$ cat config.mk
export PLATFORM = sky130hd
export DESIGN_NAME = demux_1_8_sequencer_flat
export DESIGN_NICKNAME = d
export VERILOG_FILES = /design/src/rtl/demux_1_8_sequencer_pkg.sv /design/src/rtl/demux_1_8_sequencer_if.sv /design/src/rtl/demux_1_8_sequencer_rr_pick8.sv /design/src/rtl/demux_1_8_sequencer.sv /design/src/flat_wrapper.sv
export SDC_FILE = /design/constraint.sdc
export NUM_CORES = 1
export LEC_CHECK = 0
export ABC_AREA = 1
export ABC_CLOCK_PERIOD_IN_PS = 2650
export CORE_MARGIN = 4
export CORE_UTILIZATION = 25
export CTS_BUF_LIST = sky130_fd_sc_hd__clkbuf_16
export DETAILED_ROUTE_END_ITERATION = 6
export DONT_BUFFER_PORTS = 1
export SYNTH_ARGS = -nofsm -noshare
export SYNTH_HDL_FRONTEND = slang
export SYNTH_SLANG_ARGS = --single-unit
$ cat constraint.sdc
create_clock -name clk -period 2.65 [get_ports clk]
set_input_delay 0.53 -clock clk [delete_from_list [all_inputs] [get_ports clk]]
set_output_delay 0.53 -clock clk [all_outputs]
set_load 0.05 [all_outputs]
$ cat src/rtl/demux_1_8_sequencer_pkg.sv
// Shared widths and state encoding for the 1:8 demux sequencer and its
// round-robin picker.
package demux_seq_pkg;

  localparam int NUM_CH = 8;
  localparam int CH_W   = 3;
  localparam int CNT_W  = 8;

  typedef logic [1:0] state_t;

  localparam state_t IDLE  = 2'd0;
  localparam state_t SETUP = 2'd1;
  localparam state_t HOLD  = 2'd2;
  localparam state_t GAP   = 2'd3;

endpackage

$ cat src/rtl/demux_1_8_sequencer_if.sv
// Request handshake, scan control and demux drive lines of the sequencer.
interface demux_1_8_sequencer_if;
  import demux_seq_pkg::*;

  logic              in_valid;
  logic              in_ready;
  logic [CH_W-1:0]   in_chan;
  logic              in_data;
  logic              scan_en;
  logic [NUM_CH-1:0] scan_mask;
  logic              sel_a;
  logic              sel_b;
  logic              sel_c;
  logic              d_out;
  logic              busy;
  logic [CH_W-1:0]   cur_chan;
  logic              done;

  modport master (
    output in_valid, in_chan, in_data, scan_en, scan_mask,
    input  in_ready, sel_a, sel_b, sel_c, d_out, busy, cur_chan, done
  );

  modport slave (
    input  in_valid, in_chan, in_data, scan_en, scan_mask,
    output in_ready, sel_a, sel_b, sel_c, d_out, busy, cur_chan, done
  );

endinterface

$ cat src/rtl/demux_1_8_sequencer_rr_pick8.sv
// Combinational round-robin picker: first set mask bit strictly after ptr,
// wrapping 7->0, with ptr itself as the last candidate.
module rr_pick8
  import demux_seq_pkg::*;
(
  input  logic [NUM_CH-1:0] mask,
  input  logic [CH_W-1:0]   ptr,
  output logic [CH_W-1:0]   next,
  output logic              any
);

  logic [CH_W-1:0] idx;

  // Walk from the farthest candidate to the nearest so the nearest wins.
  always_comb begin
    next = ptr;
    idx  = ptr;
    any  = |mask;
    for (int i = NUM_CH; i >= 1; i--) begin
      idx = ptr + i[CH_W-1:0];
      if (mask[idx]) begin
        next = idx;
      end
    end
  end

endmodule

$ cat src/rtl/demux_1_8_sequencer.sv
// Drives the select and data lines of a 1:8 demux as setup/hold/gap phases
// so the selects only move while D is low.
module demux_1_8_sequencer
  import demux_seq_pkg::*;
#(
  parameter int SETUP_CYCLES = 1,
  parameter int HOLD_CYCLES  = 4,
  parameter int GAP_CYCLES   = 1
) (
  input  logic                 clk,
  input  logic                 rst_n,
  demux_1_8_sequencer_if.slave bus
);

  generate
    if (SETUP_CYCLES < 1 || SETUP_CYCLES > 255) begin : g_bad_setup
      $error("SETUP_CYCLES must be in 1..255");
    end
    if (HOLD_CYCLES < 1 || HOLD_CYCLES > 255) begin : g_bad_hold
      $error("HOLD_CYCLES must be in 1..255");
    end
    if (GAP_CYCLES < 0 || GAP_CYCLES > 255) begin : g_bad_gap
      $error("GAP_CYCLES must be in 0..255");
    end
  endgenerate

  localparam logic [CNT_W-1:0] SETUP_LD = CNT_W'(SETUP_CYCLES - 1);
  localparam logic [CNT_W-1:0] HOLD_LD  = CNT_W'(HOLD_CYCLES - 1);
  localparam logic [CNT_W-1:0] GAP_LD   = (GAP_CYCLES > 0) ? CNT_W'(GAP_CYCLES - 1) : '0;

  state_t            state_q, state_n;
  logic [CNT_W-1:0]  cnt_q, cnt_n;
  logic [CH_W-1:0]   chan_q, chan_n;
  logic              data_q, data_n;
  logic [CH_W-1:0]   ptr_q, ptr_n;
  logic              d_out_q, busy_q, done_q;
  logic [CH_W-1:0]   pick_next;
  logic              pick_any;

  rr_pick8 u_pick (
    .mask (bus.scan_mask),
    .ptr  (ptr_q),
    .next (pick_next),
    .any  (pick_any)
  );

  // Handshake requests win over scan; scan only advances its pointer on a grant.
  always_comb begin
    state_n = state_q;
    cnt_n   = cnt_q;
    chan_n  = chan_q;
    data_n  = data_q;
    ptr_n   = ptr_q;
    case (state_q)
      IDLE: begin
        if (bus.in_valid) begin
          chan_n  = bus.in_chan;
          data_n  = bus.in_data;
          cnt_n   = SETUP_LD;
          state_n = SETUP;
        end else if (bus.scan_en && pick_any) begin
          chan_n  = pick_next;
          data_n  = 1'b1;
          ptr_n   = pick_next;
          cnt_n   = SETUP_LD;
          state_n = SETUP;
        end
      end
      SETUP: begin
        if (cnt_q == '0) begin
          cnt_n   = HOLD_LD;
          state_n = HOLD;
        end else begin
          cnt_n = cnt_q - CNT_W'(1);
        end
      end
      HOLD: begin
        if (cnt_q == '0) begin
          if (GAP_CYCLES == 0) begin
            state_n = IDLE;
          end else begin
            cnt_n   = GAP_LD;
            state_n = GAP;
          end
        end else begin
          cnt_n = cnt_q - CNT_W'(1);
        end
      end
      GAP: begin
        if (cnt_q == '0) begin
          state_n = IDLE;
        end else begin
          cnt_n = cnt_q - CNT_W'(1);
        end
      end
      default: state_n = IDLE;
    endcase
  end

  // Outputs are registered from the next-state view so they align with state.
  always_ff @(posedge clk or negedge rst_n) begin
    if (!rst_n) begin
      state_q <= IDLE;
      cnt_q   <= '0;
      chan_q  <= '0;
      data_q  <= 1'b0;
      ptr_q   <= CH_W'(NUM_CH - 1);
      d_out_q <= 1'b0;
      busy_q  <= 1'b0;
      done_q  <= 1'b0;
    end else begin
      state_q <= state_n;
      cnt_q   <= cnt_n;
      chan_q  <= chan_n;
      data_q  <= data_n;
      ptr_q   <= ptr_n;
      d_out_q <= (state_n == HOLD) && data_n;
      busy_q  <= (state_n != IDLE);
      done_q  <= (state_n == HOLD) && (cnt_n == '0);
    end
  end

  assign bus.in_ready = (state_q == IDLE);
  assign bus.sel_a    = chan_q[2];
  assign bus.sel_b    = chan_q[1];
  assign bus.sel_c    = chan_q[0];
  assign bus.cur_chan = chan_q;
  assign bus.d_out    = d_out_q;
  assign bus.busy     = busy_q;
  assign bus.done     = done_q;

endmodule

$ cat src/flat_wrapper.sv
// flat-port wrapper written by rule: the top's interface ports become plain ports
module demux_1_8_sequencer_flat import demux_seq_pkg::*;
#(
  parameter int SETUP_CYCLES = 1,
  parameter int HOLD_CYCLES  = 4,
  parameter int GAP_CYCLES   = 1
)
  (clk, rst_n, bus_in_valid, bus_in_chan, bus_in_data, bus_scan_en, bus_scan_mask, bus_in_ready, bus_sel_a, bus_sel_b, bus_sel_c, bus_d_out, bus_busy, bus_cur_chan, bus_done);
  demux_1_8_sequencer_if bus_i ();
  input  logic clk;
  input  logic rst_n;
  input wire logic [$bits(bus_i.in_valid)-1:0] bus_in_valid;
  input wire logic [$bits(bus_i.in_chan)-1:0] bus_in_chan;
  input wire logic [$bits(bus_i.in_data)-1:0] bus_in_data;
  input wire logic [$bits(bus_i.scan_en)-1:0] bus_scan_en;
  input wire logic [$bits(bus_i.scan_mask)-1:0] bus_scan_mask;
  output wire logic [$bits(bus_i.in_ready)-1:0] bus_in_ready;
  output wire logic [$bits(bus_i.sel_a)-1:0] bus_sel_a;
  output wire logic [$bits(bus_i.sel_b)-1:0] bus_sel_b;
  output wire logic [$bits(bus_i.sel_c)-1:0] bus_sel_c;
  output wire logic [$bits(bus_i.d_out)-1:0] bus_d_out;
  output wire logic [$bits(bus_i.busy)-1:0] bus_busy;
  output wire logic [$bits(bus_i.cur_chan)-1:0] bus_cur_chan;
  output wire logic [$bits(bus_i.done)-1:0] bus_done;
  assign bus_i.in_valid = bus_in_valid;
  assign bus_i.in_chan = bus_in_chan;
  assign bus_i.in_data = bus_in_data;
  assign bus_i.scan_en = bus_scan_en;
  assign bus_i.scan_mask = bus_scan_mask;
  assign bus_in_ready = bus_i.in_ready;
  assign bus_sel_a = bus_i.sel_a;
  assign bus_sel_b = bus_i.sel_b;
  assign bus_sel_c = bus_i.sel_c;
  assign bus_d_out = bus_i.d_out;
  assign bus_busy = bus_i.busy;
  assign bus_cur_chan = bus_i.cur_chan;
  assign bus_done = bus_i.done;
  demux_1_8_sequencer #(.SETUP_CYCLES(SETUP_CYCLES), .HOLD_CYCLES(HOLD_CYCLES), .GAP_CYCLES(GAP_CYCLES)) u_core (.clk(clk), .rst_n(rst_n), .bus(bus_i));
endmodule
# ---- After elaboration in Yosys (flattened, before gate mapping)
# Index checks and enable logic that the tools add are counted.
dict set report op_classes {
  n_lt_le_gt_ge 7
  multipliers 0
  n_eq_ne 4
  muxes 38
  reduce_logical 11
  bitwise 1
  add_sub_neg 8
  n_shift 0
  div 0
}
# operator n
set ops {}
lappend ops {{$mux 8} 5}
lappend ops {{$pmux 8 s4} 1}
lappend ops {{$lt 3x4->1 const B} 7}
lappend ops {{$mux 3} 9}
lappend ops {{$bmux 1 s3} 7}
lappend ops {{$logic_not 8->1} 2}
lappend ops {{$add 3x3->3 const B} 4}
lappend ops {{$mux 1} 10}
lappend ops {{$mux 2} 5}
lappend ops {{$pmux 2 s4} 1}
lappend ops {{$reduce_or 8->1} 1}
lappend ops {{$sub 8x1->8 const B} 1}
lappend ops {{$add 3x2->3 const B} 2}
lappend ops {{$eq 2x2->1 const B} 3}
lappend ops {{$reduce_bool 2->1} 2}
lappend ops {{$add 3x1->3 const B} 1}
lappend ops {{$logic_and 1x1->1} 3}
lappend ops {{$reduce_and 3->1} 1}
lappend ops {{$eq 2x1->1 const B} 1}
lappend ops {{$logic_not 2->1} 1}
lappend ops {{$reduce_and 2->1} 1}
lappend ops {{$not 1->1} 1}
dict set report totals {
  ram_bits 0
  rom_bits 0
  elab_cells 77
  memories 0
  latch_bits 0
  inputBits 16
  out_inout_bits 10
  ff_bits 20
}

# ---- Depth between registers and ports, before layout
dict set report depth {
  ltp_word 12
  depth_mapped 20
  ltp_nobuf 19
}

# ---- Cells and area by module
# From an unflattened synthesis, not the netlist that was laid out.
dict set report hier_totals {
  hier_cells 271
  area_unflattened_um2 1804.2
}
# mod cells_per_inst area_each_um2 n_inst seq_area_each_um2
set by_module_without_submodules {}
lappend by_module_without_submodules {demux_1_8_sequencer 143 1152.4 1 504.2}
lappend by_module_without_submodules {rr_pick8 128 651.9 1 0.0}

# ---- Worst setup path before layout
# Ideal clock, no wire load.
dict set report synth_timing {
  kind {flip-flop to flip-flop}
  startpoint {register u_core.ptr_q[1]}
  endpoint {register u_core.chan_q[1], in the netlist u_core.bus.cur_chan[1]}
  slack_ps 519
  t_arrival_ps 2013
  path_stages_with_launch 19
  period_less_slack_ps 2131
  required_ps 2532
  cell_sequence {dfstp_2 > buf_4 > inv_2 > ha_1 > buf_4 > inv_2 > nand3_2 > nand3_2 > nand2_2 > nand2_1 > o21ai_1 > o21ai_1 > nand2_1 > nand2_1 > nand2_1 > nand2_1 > nand2_1 > nand2_1 > nand2_1}
}
dict set report synth_via {
  elab_chain_len 12
  elab_cells_between_ends 30
  classes_between {7 x add/sub; 23 x mux}
}
# element line_no
set synth_rtl {}
lappend synth_rtl {{start: declaration} demux_1_8_sequencer.sv:35} ;# logic [CH_W-1:0] ptr_q, ptr_n;
lappend synth_rtl {{start signal: assignment} demux_1_8_sequencer.sv:107} ;# ptr_q <= CH_W'(NUM_CH - 1);
lappend synth_rtl {{start signal: assignment} demux_1_8_sequencer.sv:116} ;# ptr_q <= ptr_n;
lappend synth_rtl {{$add 3x3->3} demux_1_8_sequencer_rr_pick8.sv:20} ;# idx = ptr + i[CH_W-1:0];
lappend synth_rtl {{$bmux 1 s3} demux_1_8_sequencer_rr_pick8.sv:21} ;# if (mask[idx]) begin
lappend synth_rtl {{$mux 1 (implied by the code)} demux_1_8_sequencer_rr_pick8.sv:21}
lappend synth_rtl {{$mux 3 (6 in series)} demux_1_8_sequencer_rr_pick8.sv:21}
lappend synth_rtl {{$mux 3 *} demux_1_8_sequencer_rr_pick8.sv:21}
lappend synth_rtl {{$mux 3 *} demux_1_8_sequencer.sv:61} ;# end else if (bus.scan_en && pick_any) begin
lappend synth_rtl {{$mux 3 *} demux_1_8_sequencer.sv:56} ;# if (bus.in_valid) begin
lappend synth_rtl {{end signal: assignment} demux_1_8_sequencer.sv:114} ;# chan_q <= chan_n;
lappend synth_rtl {{end: declaration} demux_1_8_sequencer.sv:33} ;# logic [CH_W-1:0] chan_q, chan_n;
# Mark *: on every way between the ends. The rest lies on a longest branch, timed or not. The select of a mux whose other input is x is not followed.
# A chain may end at the register's enable or synchronous reset.

# ---- Worst setup path after layout
dict set report layout_timing {
  startpoint {register u_core.ptr_q[0]}
  endpoint {register u_core.chan_q[0], in the netlist u_core.bus.cur_chan[0]}
}
# Same word-level chain as after synthesis.

==> impl_metrics.ini <==
[run_status]
status = complete, no violations

[yosys]
synth_edf_count = 0
ys_async_sr_fraction_pct = 100
syn_area_per_cell_um2 = 6.90
synth_fp_nets = 276
ys_ff_latch = 20
synthesis.area_um2 = 1760
yosysSeqAreaShare_pct = 28.7
synth_cells = 255
yosysUniqueCellTypes = 32
synth_top_flop_cell = dfrtp_1
yosysWarnings = 0

[floorplanning]
die_x_um = 91.9
fp-row-count = 30
ios = 26
start_util_pct = 25.8
die_area_um2 = 8440
core_area_um2 = 6830
die_y_um = 91.9

[timing]
hold_violations = 0
fmax_ghz = 0.429
fin_setup_tns_ns = 0
setup_viol = 0
relSlewSlack_pct = 39.3
fin_crit_sh_pct = 88.0
rsz0062_at_grt = false
fin_skew_ns = 0.00503
period_needed_ns = 2.33
worstMarginPinSlew_ns = 0.910
finalWorstSetupSlack_ns = 0.319
slew_violations = 0
hold_ws_ns = 0.118

[flow_run]
maxCapViolations = 0

[clocking]
clockBufferDepth = 2
cts_htree_levels = 1
cts_setup_buffers = 0
cts_tree = yes
clk_pin_slew_ns = 0.06
cts_buffers = 3
clock_latency_ns = 0.25
clock_sinks = 20
clock-root-buffer = clkbuf_16
cts_resized = 0
holdBufCountCts = 1

[power_and_ir_drop]
leakagePower_nw = 0.935
power_density_nw_per_um2 = 399
pwr-share-seq_pct = 40.6
switching_share_pct = 27.1
switchingPower_uw = 209
combPwrFrac_pct = 19.4
irDropWorstVdd_v = 0.000252
p_total_uw = 771
internal_power_uw = 562
power_frac_clock_pct = 40.0

[critical_path]
cp_max_fo = 9
worstPathArrival_ns = 2.47
worst_setup_path_end_kind = flop
required_ns = 2.79
start_kind = flop
worstSetupPathType = reg -> reg

[place]
place_ws_ns = 0.316
placed_cell_area_um2 = 1840
dp.cells = 347
port_buffers = 0
gp_congestion = 0.823
dpl.hpwl_um = 3300

[global_routing]
grt_max_degree = 18
grt_pass1_vias = 1607
grt_first_pass_wirelength_um = 7150
grt_usage_pct = 10.1
grt-ovfl-total = 0
antenna_found_initial = 0

[finish]
final_common_cell = nand2_1
most-common-layout-cells = nand2_1, nand3_1, inv_1
fin_cells = 352
fillCellCount = 766
antenna_cells = 0
fin_util_pct = 28.3
design_area_um2 = 1930
drive_gt1_share_pct = 20.3
areaGrowthSynthToFinish_pct = 9.74
finalNetCount = 278

[route]
routedWlPerCell_um = 11.7
wirelength_um = 4120
vias = 1591
drt-initial-drc-count = 41
ant_nets = 0
drcViolationCount = 0
firstDrtPassIters = 4
via_per_inst = 4.52

[worst_hold_path]
hold_class = in -> async
==> cell type report <==
class	instances	area [um^2]	share of cell area, %
clock inverter	1	3.75	0.194
sequential	20	504	26.1
inverter	29	109	5.64
multi-input combinational	199	1090	56.3
timing repair buffer	4	32.5	1.69
clock buffer	3	75.1	3.89
tap	96	120	6.22
==> synth_stat cells, types with 3 or more instances <==
cell type / number / area [um^2]
nand2_1: 73 / 274
nor2_2: 4 / 25.0
o21ai_1: 5 / 25.0
a21oi_1: 8 / 40.0
nor3_2: 3 / 30.0
o22ai_1: 3 / 18.8
nor2_1: 21 / 78.8
xor2_1: 5 / 43.8
o21ai_0: 8 / 40.0
inv_2: 7 / 26.3
buf_4: 5 / 37.5
nand3_2: 9 / 90.1
nand3_1: 26 / 130
ha_1: 5 / 62.6
nand2_2: 12 / 75.1
dfrtp_1: 17 / 425
inv_1: 22 / 82.6
dfstp_2: 3 / 78.8
==> path summary, 6_finish.rpt <==
check | to | start | slack (ns) | cells after the start
min reg2reg | u_core.data_q$_DFF_PN0_ | u_core.data_q$_DFF_PN0_ | 0.51 | 2
min | u_core.ptr_q[2]$_DFFE_PN1P_ | rst_n | 0.12 | 0
max in group asynchronous | u_core.cnt_q[5]$_DFF_PN0_ | rst_n | 1.38 | 1
max reg2reg | u_core.bus.cur_chan[0]$_DFFE_PN0P_ | u_core.ptr_q[0]$_DFFE_PN1P_ | 0.32 | 17
max | u_core.bus.cur_chan[0]$_DFFE_PN0P_ | u_core.ptr_q[0]$_DFFE_PN1P_ | 0.32 | 17
min in group clk | u_core.state_q[0]$_DFF_PN0_ | bus_in_valid | 0.47 | 2
==> cells by family (layout without fill, tap and decap cells) <==
| family | count (synthesis) | after routing | synth area share, % |
|---|---|---|---|
| AO/OA/AOI/OAI | 30 | 30 | 10.5 |
| XOR/XNOR | 7 | 7 | 3.49 |
| adder cells (fa/ha/maj) | 5 | 5 | 3.56 |
| buffers and inverters | 36 | 37 | 9.60 |
| flip-flops | 20 | 20 | 28.7 |
| AND/OR/NAND/NOR | 157 | 157 | 44.2 |
==> metal layers <==
layer	vias up	routed length, um	GRT usage, %
met5	-	0	0
met4	0	34	2.23
met3	6	241	2.38
met2	37	1890	17.3
met1	723	1950	12.8
li1	825	-	-
==> power groups by stage <==
| stage | Clock, mW | Combinational [mW] | Sequential (mW) |
|---|---|---|---|
| after floorplan | 0 | 0.123 | 0.316 |
| after global placement | 0 | 0.142 | 0.318 |
| after detailed placement | 0 | 0.143 | 0.318 |
| after CTS | 0.315 | 0.150 | 0.313 |
| after global routing | 0.329 | 0.174 | 0.313 |
| final | 0.308 | 0.150 | 0.313 |
==> sequential cells by signal (all words and copies together), names as in the netlist <==
name	flops
u_core.bus.done	1
u_core.data_q	1
u_core.ptr_q	3
u_core.bus.busy	1
u_core.state_q	2
u_core.bus.cur_chan	3
u_core.bus.d_out	1
u_core.cnt_q	8
==> critical path, stage by stage (launching register included) <==
cell	delay [ns]
dfstp_2	0.54
inv_2	0.09
ha_1	0.50
inv_2	0.14
nand3_2	0.12
nand3_2	0.10
nand2_2	0.09
nand3_2	0.06
nand3_1	0.07
nand2_1	0.06
nand2_1	0.05
nand2_1	0.06
nand2_1	0.05
nand2_1	0.04
nand2_1	0.09
nand2_1	0.06
nand2_1	0.05
nand2_1	0.05
Note: power is estimated with default switching activity, not from simulation.
